--- src/rtl/mem_store_buffer.sv ---
// MEM-stage store buffer: lane steering, byte enables, small FIFO and a single-outstanding SRAM write issuer.
// Optional misaligned-store (ALE) reporting is enabled by defining MEM_STORE_ALE_EN.
module mem_store_buffer #(
  parameter int unsigned DEPTH = 2
) (
  input  logic        clk,
  input  logic        reset,
  input  logic        flush,
  input  logic        st_valid,
  output logic        st_ready,
  input  logic [3:0]  st_op,
  input  logic [31:0] st_addr,
  input  logic [31:0] st_data,
  output logic        ale_valid,
  output logic [31:0] ale_badv,
  output logic        sb_empty,
  output logic        data_sram_req,
  output logic        data_sram_wr,
  output logic [3:0]  data_sram_wstrb,
  output logic [31:0] data_sram_addr,
  output logic [31:0] data_sram_wdata,
  input  logic        data_sram_addr_ok,
  input  logic        data_sram_data_ok
);

  localparam int unsigned PTR_W = (DEPTH > 1) ? $clog2(DEPTH) : 1;
  localparam int unsigned CNT_W = PTR_W + 1;

  localparam logic [1:0] S_IDLE = 2'd0;
  localparam logic [1:0] S_REQ  = 2'd1;
  localparam logic [1:0] S_WAIT = 2'd2;

  typedef struct packed {
    logic [29:0] addr;
    logic [3:0]  wstrb;
    logic [31:0] wdata;
  } entry_t;

  entry_t           mem [DEPTH];
  entry_t           new_entry;
  entry_t           head;
  logic [PTR_W-1:0] wr_ptr;
  logic [PTR_W-1:0] rd_ptr;
  logic [CNT_W-1:0] count;
  logic [1:0]       state;
  logic [1:0]       state_nxt;
  logic             is_b, is_h, is_w;
  logic             misaligned;
  logic             full;
  logic             accept;
  logic             push;
  logic             pop;

  assign is_b   = (st_op == 4'd0);
  assign is_h   = (st_op == 4'd1);
  assign is_w   = (st_op == 4'd2);
  assign full   = (count == CNT_W'(DEPTH));
  assign st_ready = ~full & ~flush;
  assign accept = st_valid & st_ready;

`ifdef MEM_STORE_ALE_EN
  assign misaligned = (is_h & st_addr[0]) | (is_w & (st_addr[1:0] != 2'b00));
`else
  assign misaligned = 1'b0;
`endif

  // Invalid ops and misaligned stores are consumed without entering the FIFO
  assign push = accept & (is_b | is_h | is_w) & ~misaligned;
  assign pop  = (state == S_REQ) & data_sram_addr_ok;

  // Lane steering and byte-enable generation at acceptance
  always_comb begin
    new_entry.addr  = st_addr[31:2];
    new_entry.wstrb = 4'b0000;
    new_entry.wdata = st_data;
    if (is_b) begin
      new_entry.wstrb = 4'b0001 << st_addr[1:0];
      new_entry.wdata = {4{st_data[7:0]}};
    end else if (is_h) begin
      new_entry.wstrb = st_addr[1] ? 4'b1100 : 4'b0011;
      new_entry.wdata = {2{st_data[15:0]}};
    end else if (is_w) begin
      new_entry.wstrb = 4'b1111;
    end
  end

  always_ff @(posedge clk) begin
    if (push) begin
      mem[wr_ptr] <= new_entry;
    end
  end

  // Flush keeps only the head currently presented in REQ
  always_ff @(posedge clk or posedge reset) begin
    if (reset) begin
      wr_ptr <= '0;
      rd_ptr <= '0;
      count  <= '0;
    end else if (flush) begin
      if (state == S_REQ) begin
        wr_ptr <= rd_ptr + PTR_W'(1);
        rd_ptr <= pop ? rd_ptr + PTR_W'(1) : rd_ptr;
        count  <= pop ? CNT_W'(0) : CNT_W'(1);
      end else begin
        wr_ptr <= rd_ptr;
        count  <= '0;
      end
    end else begin
      if (push) wr_ptr <= wr_ptr + PTR_W'(1);
      if (pop)  rd_ptr <= rd_ptr + PTR_W'(1);
      count <= count + CNT_W'(push) - CNT_W'(pop);
    end
  end

  always_ff @(posedge clk or posedge reset) begin
    if (reset) state <= S_IDLE;
    else       state <= state_nxt;
  end

  // Issue FSM: one SRAM write outstanding at a time
  always_comb begin
    state_nxt = state;
    case (state)
      S_IDLE:  if ((count != '0) && !flush) state_nxt = S_REQ;
      S_REQ:   if (data_sram_addr_ok)       state_nxt = S_WAIT;
      S_WAIT:  if (data_sram_data_ok)       state_nxt = S_IDLE;
      default: state_nxt = S_IDLE;
    endcase
  end

`ifdef MEM_STORE_ALE_EN
  always_ff @(posedge clk or posedge reset) begin
    if (reset) begin
      ale_valid <= 1'b0;
      ale_badv  <= '0;
    end else begin
      ale_valid <= accept & misaligned;
      if (accept & misaligned) ale_badv <= st_addr;
    end
  end
`else
  assign ale_valid = 1'b0;
  assign ale_badv  = '0;
`endif

  assign head            = mem[rd_ptr];
  assign data_sram_req   = (state == S_REQ);
  assign data_sram_wr    = 1'b1;
  assign data_sram_wstrb = data_sram_req ? head.wstrb : 4'b0000;
  assign data_sram_addr  = data_sram_req ? {head.addr, 2'b00} : 32'h0;
  assign data_sram_wdata = data_sram_req ? head.wdata : 32'h0;
  assign sb_empty        = (count == '0) & (state == S_IDLE);

endmodule

--- config.mk ---
export PLATFORM = sky130hd
export DESIGN_NAME = mem_store_buffer
export DESIGN_NICKNAME = d
export VERILOG_FILES = /design/src/rtl/mem_store_buffer.sv
export SDC_FILE = /design/constraint.sdc
export NUM_CORES = 1
export LEC_CHECK = 0
export CORE_MARGIN = 4
export CORE_UTILIZATION = 30
export DETAILED_ROUTE_END_ITERATION = 8
export GPL_ROUTABILITY_DRIVEN = 0
export PLACE_DENSITY_LB_ADDON = 0.08
export SLEW_MARGIN = 20
export SYNTH_ARGS = -nofsm -noshare
export SYNTH_HDL_FRONTEND = slang
export SYNTH_SLANG_ARGS = --single-unit
--- constraint.sdc ---
create_clock -name clk -period 11.83 [get_ports clk]
set_clock_uncertainty 0.2 [all_clocks]
set_input_delay 2.366 -clock clk [delete_from_list [all_inputs] [get_ports clk]]
set_output_delay 2.366 -clock clk [all_outputs]
set_load 0.1 [all_outputs]
== Yosys cells after proc, flatten, opt, wreduce, memory -nomap -nowiden ==
Memories as Yosys holds them, arrays and structs flattened.
Index checks and enable logic that the tools add are counted.
Operators by class
  add/sub/neg operators: 4
  multipliers: 0
  div/mod/pow operators: 0
  $lt $le $gt $ge: 0
  eq/ne operators: 9
  shifts and indexed selects: 1
  mux-type cells: 23
  bitwise operators: 9
  reduce and logical (&&, ||, !) cells: 8
Operators with widths (count)
  32-bit two-way mux: 3
  36-bit two-way mux: 1
  4-bit two-way mux: 4
  1-bit two-way mux: 10
  2-bit two-way mux: 4
  2-bit one-hot mux with 3 select lines: 1
  1-bit AND: 5
  2-bit == test, second input constant: 2
  4-bit by 1-bit == test with 1-bit output, second input constant: 1
  4-bit by 2-bit == test with 1-bit output, second input constant: 1
  2-bit logical NOT: 2
  4-bit logical NOT: 1
  2-bit by 1-bit inequality test with 1-bit output, second input constant: 2
  2-bit inequality test, second input constant: 2
  2-bit nonzero test: 2
  1-bit by 2-bit << shifter with 4-bit output, first input constant: 1
  3-bit AND reduction: 1
  1-bit adder, second input constant: 2
  2-bit by 1-bit adder with 2-bit output: 1
  2-bit by 1-bit == test with 1-bit output, second input constant: 1
  1-bit inverter: 2
  1-bit OR: 2
  2-bit by 1-bit subtractor with 2-bit output: 1
  1-bit logical AND: 1
  1-bit logical NOT: 1
Storage, ports and cells
  register bits after elaboration: 6
  bits in latches: 0
  bits in writable memories: 132
  ROM bits: 0
  input bits: 74
  memories: 1
Memories
  mem: depth 2, width 66, read ports 1, clocked after memory_dff 0, write ports 1, RTL line 39  | entry_t mem [DEPTH];

== Depth between registers and ports, before layout ==
Gate-level depths: netlist of the first run.
  word-level depth: 8
  gate-level depth with buffers: 10

== Least setup slack after synthesis of the first run ==
No wires, ideal clock.
  path kind: input to register
  start point: input st_op[1]
  end point: memory mem[1][0] (netlist name), enable pin
  data arrival time: 5968 ps
  required time: 11140 ps
  path slack: 5172 ps
  cell stages on the path: 4
  path buffers: 1
  path through: buf_6 -> a211o_1 -> or3_1 -> nor2_1
Between the ends
  longest elaborated chain between the ends: 6
  elaborated cells on any way between the ends: 8
  those cells by class: eq/ne: 2; mux: 2; bitwise: 3; reduce/logical: 1
RTL lines
  start: declaration: RTL line 11  | input logic [3:0] st_op,
  4-bit by 1-bit == test with 1-bit output / 4-bit logical NOT (equally long branches): RTL line 55, 54
  1-bit OR: RTL line 68  | assign push = accept & (is_b | is_h | is_w) & ~misaligned;
  1-bit OR (*): RTL line 68
  1-bit AND (*): RTL line 68
  1-bit two-way mux (*): RTL line 88  | if (push) begin
  1-bit two-way mux (implied by the code) (*): RTL line 89  | mem[wr_ptr] <= new_entry;
  end: declaration: RTL line 39
Every way passes the cells marked *; elsewhere a longest branch is shown, timed or not.

== Worst setup path in the final report of the first run ==
  start point: input flush
  end point: output st_ready
Between the ends
  longest elaborated chain between the ends: 2
RTL lines
  start: declaration: RTL line 8  | input logic flush,
  1-bit inverter: RTL line 58  | assign st_ready = ~full & ~flush;
  1-bit AND: RTL line 58
  end: declaration: RTL line 10  | output logic st_ready,
Every way passes these cells.

==> flow_metrics.py, run 1 <==
metrics = {
    "global_route": {
        "grt_max_degree": 67,
        "grt_pass1_vias": 3755,
        "antenna_found_initial": 0,
        "grt_pass1_wl_um": 21100,
        "globalRouteTotalUtil_pct": 12.6,
        "grt_overflow_total": 0,
    },
    "timing": {
        "setup_viol": 0,
        "slew_violations": 0,
        "final.period_utilization_pct": 56.4,
        "period_needed_ns": 6.67,
        "finalHoldViolCount": 0,
        "finalSetupTns_ns": 0,
        "tightest_slew_ns": 1.05,
        "grt_setup_unrepaired": "no",
        "max_freq_mhz": 150,
        "slew_headroom_pct": 29.7,
    },
    "die": {
        "dieArea_um2": 22400,
        "fp.dieW_um": 150,
        "placementRows": 51,
        "die_h_um": 150,
        "core_area_um2": 19600,
        "ioPinCount": 179,
        "initial_core_util_pct": 30.7,
    },
    "yosys": {
        "yosysWarningCount": 0,
        "ys_ff_latch": 138,
        "synth_top_cell_area_share_pct": 65.9,
        "seq_area_frac_synth_pct": 68.4,
        "synthTopCellsByCount": "edfxtp_1, nor2_1, mux2i_1",
        "synth-edff-count": 132,
        "avgSynthCellArea_um2": 14.5,
        "netlist_top_cells_area": "edfxtp_1, mux2i_1, nor2_1",
        "yosys.area.top_type": "edfxtp_1",
        "synthFlopType": "edfxtp_1",
        "synth.most_common_cell": "edfxtp_1",
        "yosysUniqueCellTypes": 29,
        "syn-cell-area_um2": 6020,
        "synthCells": 415,
        "async_reset_ff_share_pct": 4.35,
    },
    "route": {
        "ant_nets": 0,
        "routed_wl_um": 14100,
        "drt_iter0_markers": 160,
        "vias_per_cell": 4.27,
        "wl_per_cell_um": 16.8,
        "drtPass1Iterations": 4,
        "vias": 3577,
        "route.detailed.drc": 0,
    },
    "setup_path": {
        "critPathKind": "in2out",
        "cp-end-kind": "output pin",
        "cp.required_ns": 9.26,
        "arrival_ns": 4.10,
        "crit_fanout": 5,
        "start_kind": "input port",
    },
    "finish": {
        "nets": 635,
        "syn_to_final_growth_pct": 36.2,
        "drive_above_1_share_pct": 10.3,
    },
    "cts": {
        "clk_latency_ns": 0.41,
        "hold_buffers": 0,
        "cts_resized": 0,
        "path_clk_slew_ns": 0.06,
        "htree_levels": 4,
        "numCtsBuffers": 17,
        "clockBufferDepth": 2,
        "cts_tree": "built",
        "postCtsSetupBuffers": 0,
        "root_buffer": "clkbuf_16",
        "clock_sinks": 138,
    },
    "power": {
        "powerDensity_nw_per_um2": 244,
        "irDropWorstVdd_mv": 0.153,
        "finalPower_mw": 2.00,
        "p_leak_nw": 2.98,
    },
    "placed_design": {
        "port_buffers": 142,
        "hpwl_um": 9240,
    },
    "outcome": {
        "outcome": "finished clean",
    },
    "hold_path": {
        "min-delay-path-class": "reg2reg",
    },
    "run": {
        "max_cap_violations": 0,
    },
}
-- placed cells by master, fill, tap and decap left out, types with 5 or more instances in the layout --
cell type | netlist | routed
clkdlybuf4s50_1 | 0 | 142
edfxtp_1 | 132 | 132
nor2_1 | 80 | 79
mux2i_1 | 74 | 74
conb_1 | 2 | 36
clkbuf_16 | 0 | 17
mux2_2 | 16 | 16
a21oi_1 | 13 | 13
inv_1 | 9 | 8
dfrtp_1 | 6 | 5
buf_4 | 36 | 5
-- layer usage --
metal	routed length, µm	up-vias	global-route usage (%)
met3	968	14	4.39
met5	0	-	0
li1	-	1715	-
met2	6790	119	20.7
met4	174	0	4.03
met1	6150	1729	15.5
-- cell type report --
| class | instances | area (µm²) |
|---|---|---|
| sequential | 138 | 4120 |
| timing repair buffer | 147 | 1460 |
| fill | 1831 | 11400 |
| clock buffer | 17 | 425 |
| tap | 265 | 332 |
| antenna | 1 | 2.50 |
| multi-input combinational | 246 | 1650 |
| clock inverter | 15 | 175 |
| inverter | 9 | 33.8 |
-- sequential cells by signal, summed over array words and instances, names as in the netlist --
register,count
wr_ptr,1
rd_ptr,1
state,2
count,2
mem,132
-- through the flow --
step                setup slack [ns]  hold slack [ns]  std cells  instance area [µm²]  utilization (%)
global route                    5.10            0.314        837                 8190             41.8
global placement                5.16            0.275        805                 7590             38.8
floorplan                       5.17            0.236        449                 6150                -
CTS                             5.15            0.283        837                 8190             41.8
finish                          5.16            0.278        838                 8200             41.8
detailed placement              5.15            0.274        805                 7590             38.8
-- cell families after synthesis --
kind of cell	share of synthesized area, %
xor+xnor	0.582
simple gates	6.65
fa+ha+maj	0.416
buf+inv	6.61
other cells	0.125
compound gates	1.95
flops	68.4
mux	15.3
-- where the power goes --
part	internal, mW	switching (mW)
sequential	0.559	0.0388
combinational	0.217	0.659
clock	0.331	0.196
-- worst max-delay path, cell delays in order --
cell and delay (ns):
clkdlybuf4s50_1 0.47, nor2_1 0.13, clkdlybuf4s50_1 1.14
-- path summary, 6_finish.rpt --
check                                        to            startpoint  depth (start not counted)  slack (ns)
setup / recovery                       st_ready                 flush                          3        5.16
hold / removal             state[0]$_DFFE_PP0P_  state[1]$_DFFE_PP0P_                          1        0.28
setup reg to reg             count[0]$_DFF_PP0_  state[0]$_DFFE_PP0P_                         10        8.96
hold reg to reg            state[0]$_DFFE_PP0P_  state[1]$_DFFE_PP0P_                          1        0.28
max in group asynchronous    rd_ptr$_DFFE_PP0P_                 reset                          2        9.21
min in group asynchronous  state[0]$_DFFE_PP0P_                 reset                          2        2.00
Power figures use the tool's default switching activity.
==> run 2, diff against run 1 <==
- clock period: 11.83 -> 5.8 ns (I/O delays scaled with it)
==> run 2 against run 1 <==
Effect of this change: cell count decreased by 0.12%; critical path depth increased by 1; combinational power increased by 100%; non-clock buffer count increased by 1; critical path type is now reg2out; core utilization decreased by 0.064 points; global-route usage about the same; worst setup slack got worse by 4.0 ns; critical endpoint is now data_sram_wdata[8].
==> flow_metrics.py, run 2 (synthesis results as in run 1) <==
metrics = {
    "finish": {
        "syn_to_final_growth_pct": 36.0,
        "largestRegisters": "mem (132), count (2), state (2)",
        "layout_common_cells": "clkdlybuf4s50_1, edfxtp_1, nor2_1",
        "nets": 636,
        "fin_util_pct": 41.8,
        "top_register": "mem",
        "drive_above_1_share_pct": 9.79,
        "largest_reg_flops": 132,
        "multi_input_area_um2": 1650,
        "regArea_um2": 4120,
        "antenna_cells": 0,
        "n_fill_cell": 1874,
        "final_common_cell": "clkdlybuf4s50_1",
    },
    "cts": {
        "postCtsSetupBuffers": 0,
        "path_clk_slew_ns": 0.06,
        "root_buffer": "clkbuf_16",
        "htree_levels": 4,
        "clock_sinks": 138,
        "hold_buffers": 0,
        "cts_resized": 0,
        "cts_tree": "built",
        "clk_latency_ns": 0.41,
        "clockBufferDepth": 2,
        "numCtsBuffers": 17,
    },
    "route": {
        "wl_per_cell_um": 16.8,
        "vias": 3547,
        "routed_wl_um": 14100,
        "ant_nets": 0,
        "drt_iter0_markers": 180,
        "drtPass1Iterations": 4,
        "route.detailed.drc": 0,
        "vias_per_cell": 4.24,
    },
    "timing": {
        "slew_violations": 0,
        "setup_viol": 0,
        "finalHoldViolCount": 0,
        "max_freq_mhz": 215,
        "period_needed_ns": 4.66,
        "tightest_slew_ns": 1.08,
        "slew_headroom_pct": 27.9,
        "holdWs_ns": 0.272,
        "final.period_utilization_pct": 80.3,
        "grt_setup_unrepaired": "no",
        "finalSetupTns_ns": 0,
    },
    "die": {
        "initial_core_util_pct": 30.7,
        "dieArea_um2": 22400,
        "fp.dieW_um": 150,
        "ioPinCount": 179,
        "placementRows": 51,
        "die_h_um": 150,
        "core_area_um2": 19600,
    },
    "setup_path": {
        "endpoint": "data_sram_wdata[8]",
        "r2r_start": "state[1]$_DFFE_PP0P_",
        "start_kind": "flip-flop",
        "reg2reg_depth": 9,
        "crit_path_start": "state[1]$_DFFE_PP0P_",
        "cp.required_ns": 4.44,
        "critPathKind": "reg2out",
        "cp-end-kind": "output pin",
        "ff2ff_setup_slack_ns": 3.16,
        "r2r-end": "count[0]$_DFF_PP0_",
        "crit_fanout": 39,
        "arrival_ns": 3.30,
    },
    "global_route": {
        "grt_max_degree": 40,
        "grt_overflow_total": 0,
        "globalRouteTotalUtil_pct": 12.6,
        "grt_pass1_vias": 3712,
        "antenna_found_initial": 0,
        "grt_pass1_wl_um": 21100,
    },
    "placed_design": {
        "port_buffers": 142,
        "hpwl_um": 9600,
    },
    "outcome": {
        "outcome": "finished clean",
    },
    "hold_path": {
        "min-delay-path-class": "reg2reg",
        "min_path_cells": 1,
    },
    "run": {
        "max_cap_violations": 0,
    },
    "power": {
        "irDropWorstVdd_mv": 0.198,
        "p_leak_nw": 2.96,
        "powerDensity_nw_per_um2": 492,
    },
}
==> run 2: stage by stage <==
step	power (mW)	setup WS (ns)	cell area [µm²]	std cells
final	4.03	1.14	8180	837
after global routing	4.19	0.958	8180	837
after CTS	4.08	1.05	8180	837
after detailed placement	3.05	1.26	7620	806
after global placement	3.05	1.29	7620	806
after floorplan	2.64	0.348	6150	449
==> run 2: metal layers <==
layer,up-vias,track usage (%),routed length [µm],share of wire [%]
li1,1711,-,-,-
met1,1712,16.0,6280,45
met2,118,20.4,6730,48
met3,6,4.36,963,6.9
met4,0,3.43,81,0.58
met5,-,0,0,0
==> run 2: worst min-delay path by stage <==
stage,start,endpoint,slack [ns]
after floorplan,state[1]$_DFFE_PP0P_,state[0]$_DFFE_PP0P_,0.24
after global placement,state[1]$_DFFE_PP0P_,state[0]$_DFFE_PP0P_,0.25
after detailed placement,state[1]$_DFFE_PP0P_,state[0]$_DFFE_PP0P_,0.27
after CTS,state[1]$_DFFE_PP0P_,state[0]$_DFFE_PP0P_,0.28
after global routing,state[1]$_DFFE_PP0P_,state[0]$_DFFE_PP0P_,0.29
final,state[1]$_DFFE_PP0P_,state[0]$_DFFE_PP0P_,0.27
==> run 2: critical path: stages (launching register included) <==
cell and delay (ns):
dfrtp_1 0.40, nand2b_2 0.63, buf_4 0.48, nor2_1 0.14, clkdlybuf4s50_1 1.21
==> run 2: report_power, final <==
group          internal [mW]  switching, mW  leakage (nW)  total, mW
sequential              1.14         0.0896          1.27       1.23
combinational          0.453           1.33          1.43       1.79
clock                  0.623          0.392         0.261       1.01
==> run 2: final cells by class <==
class,instances,area share [%]
multi-input combinational,246,20.2
sequential,138,50.3
timing repair buffer,148,18.2
clock buffer,17,5.20
tap,265,4.05
clock inverter,14,1.62
inverter,9,0.413
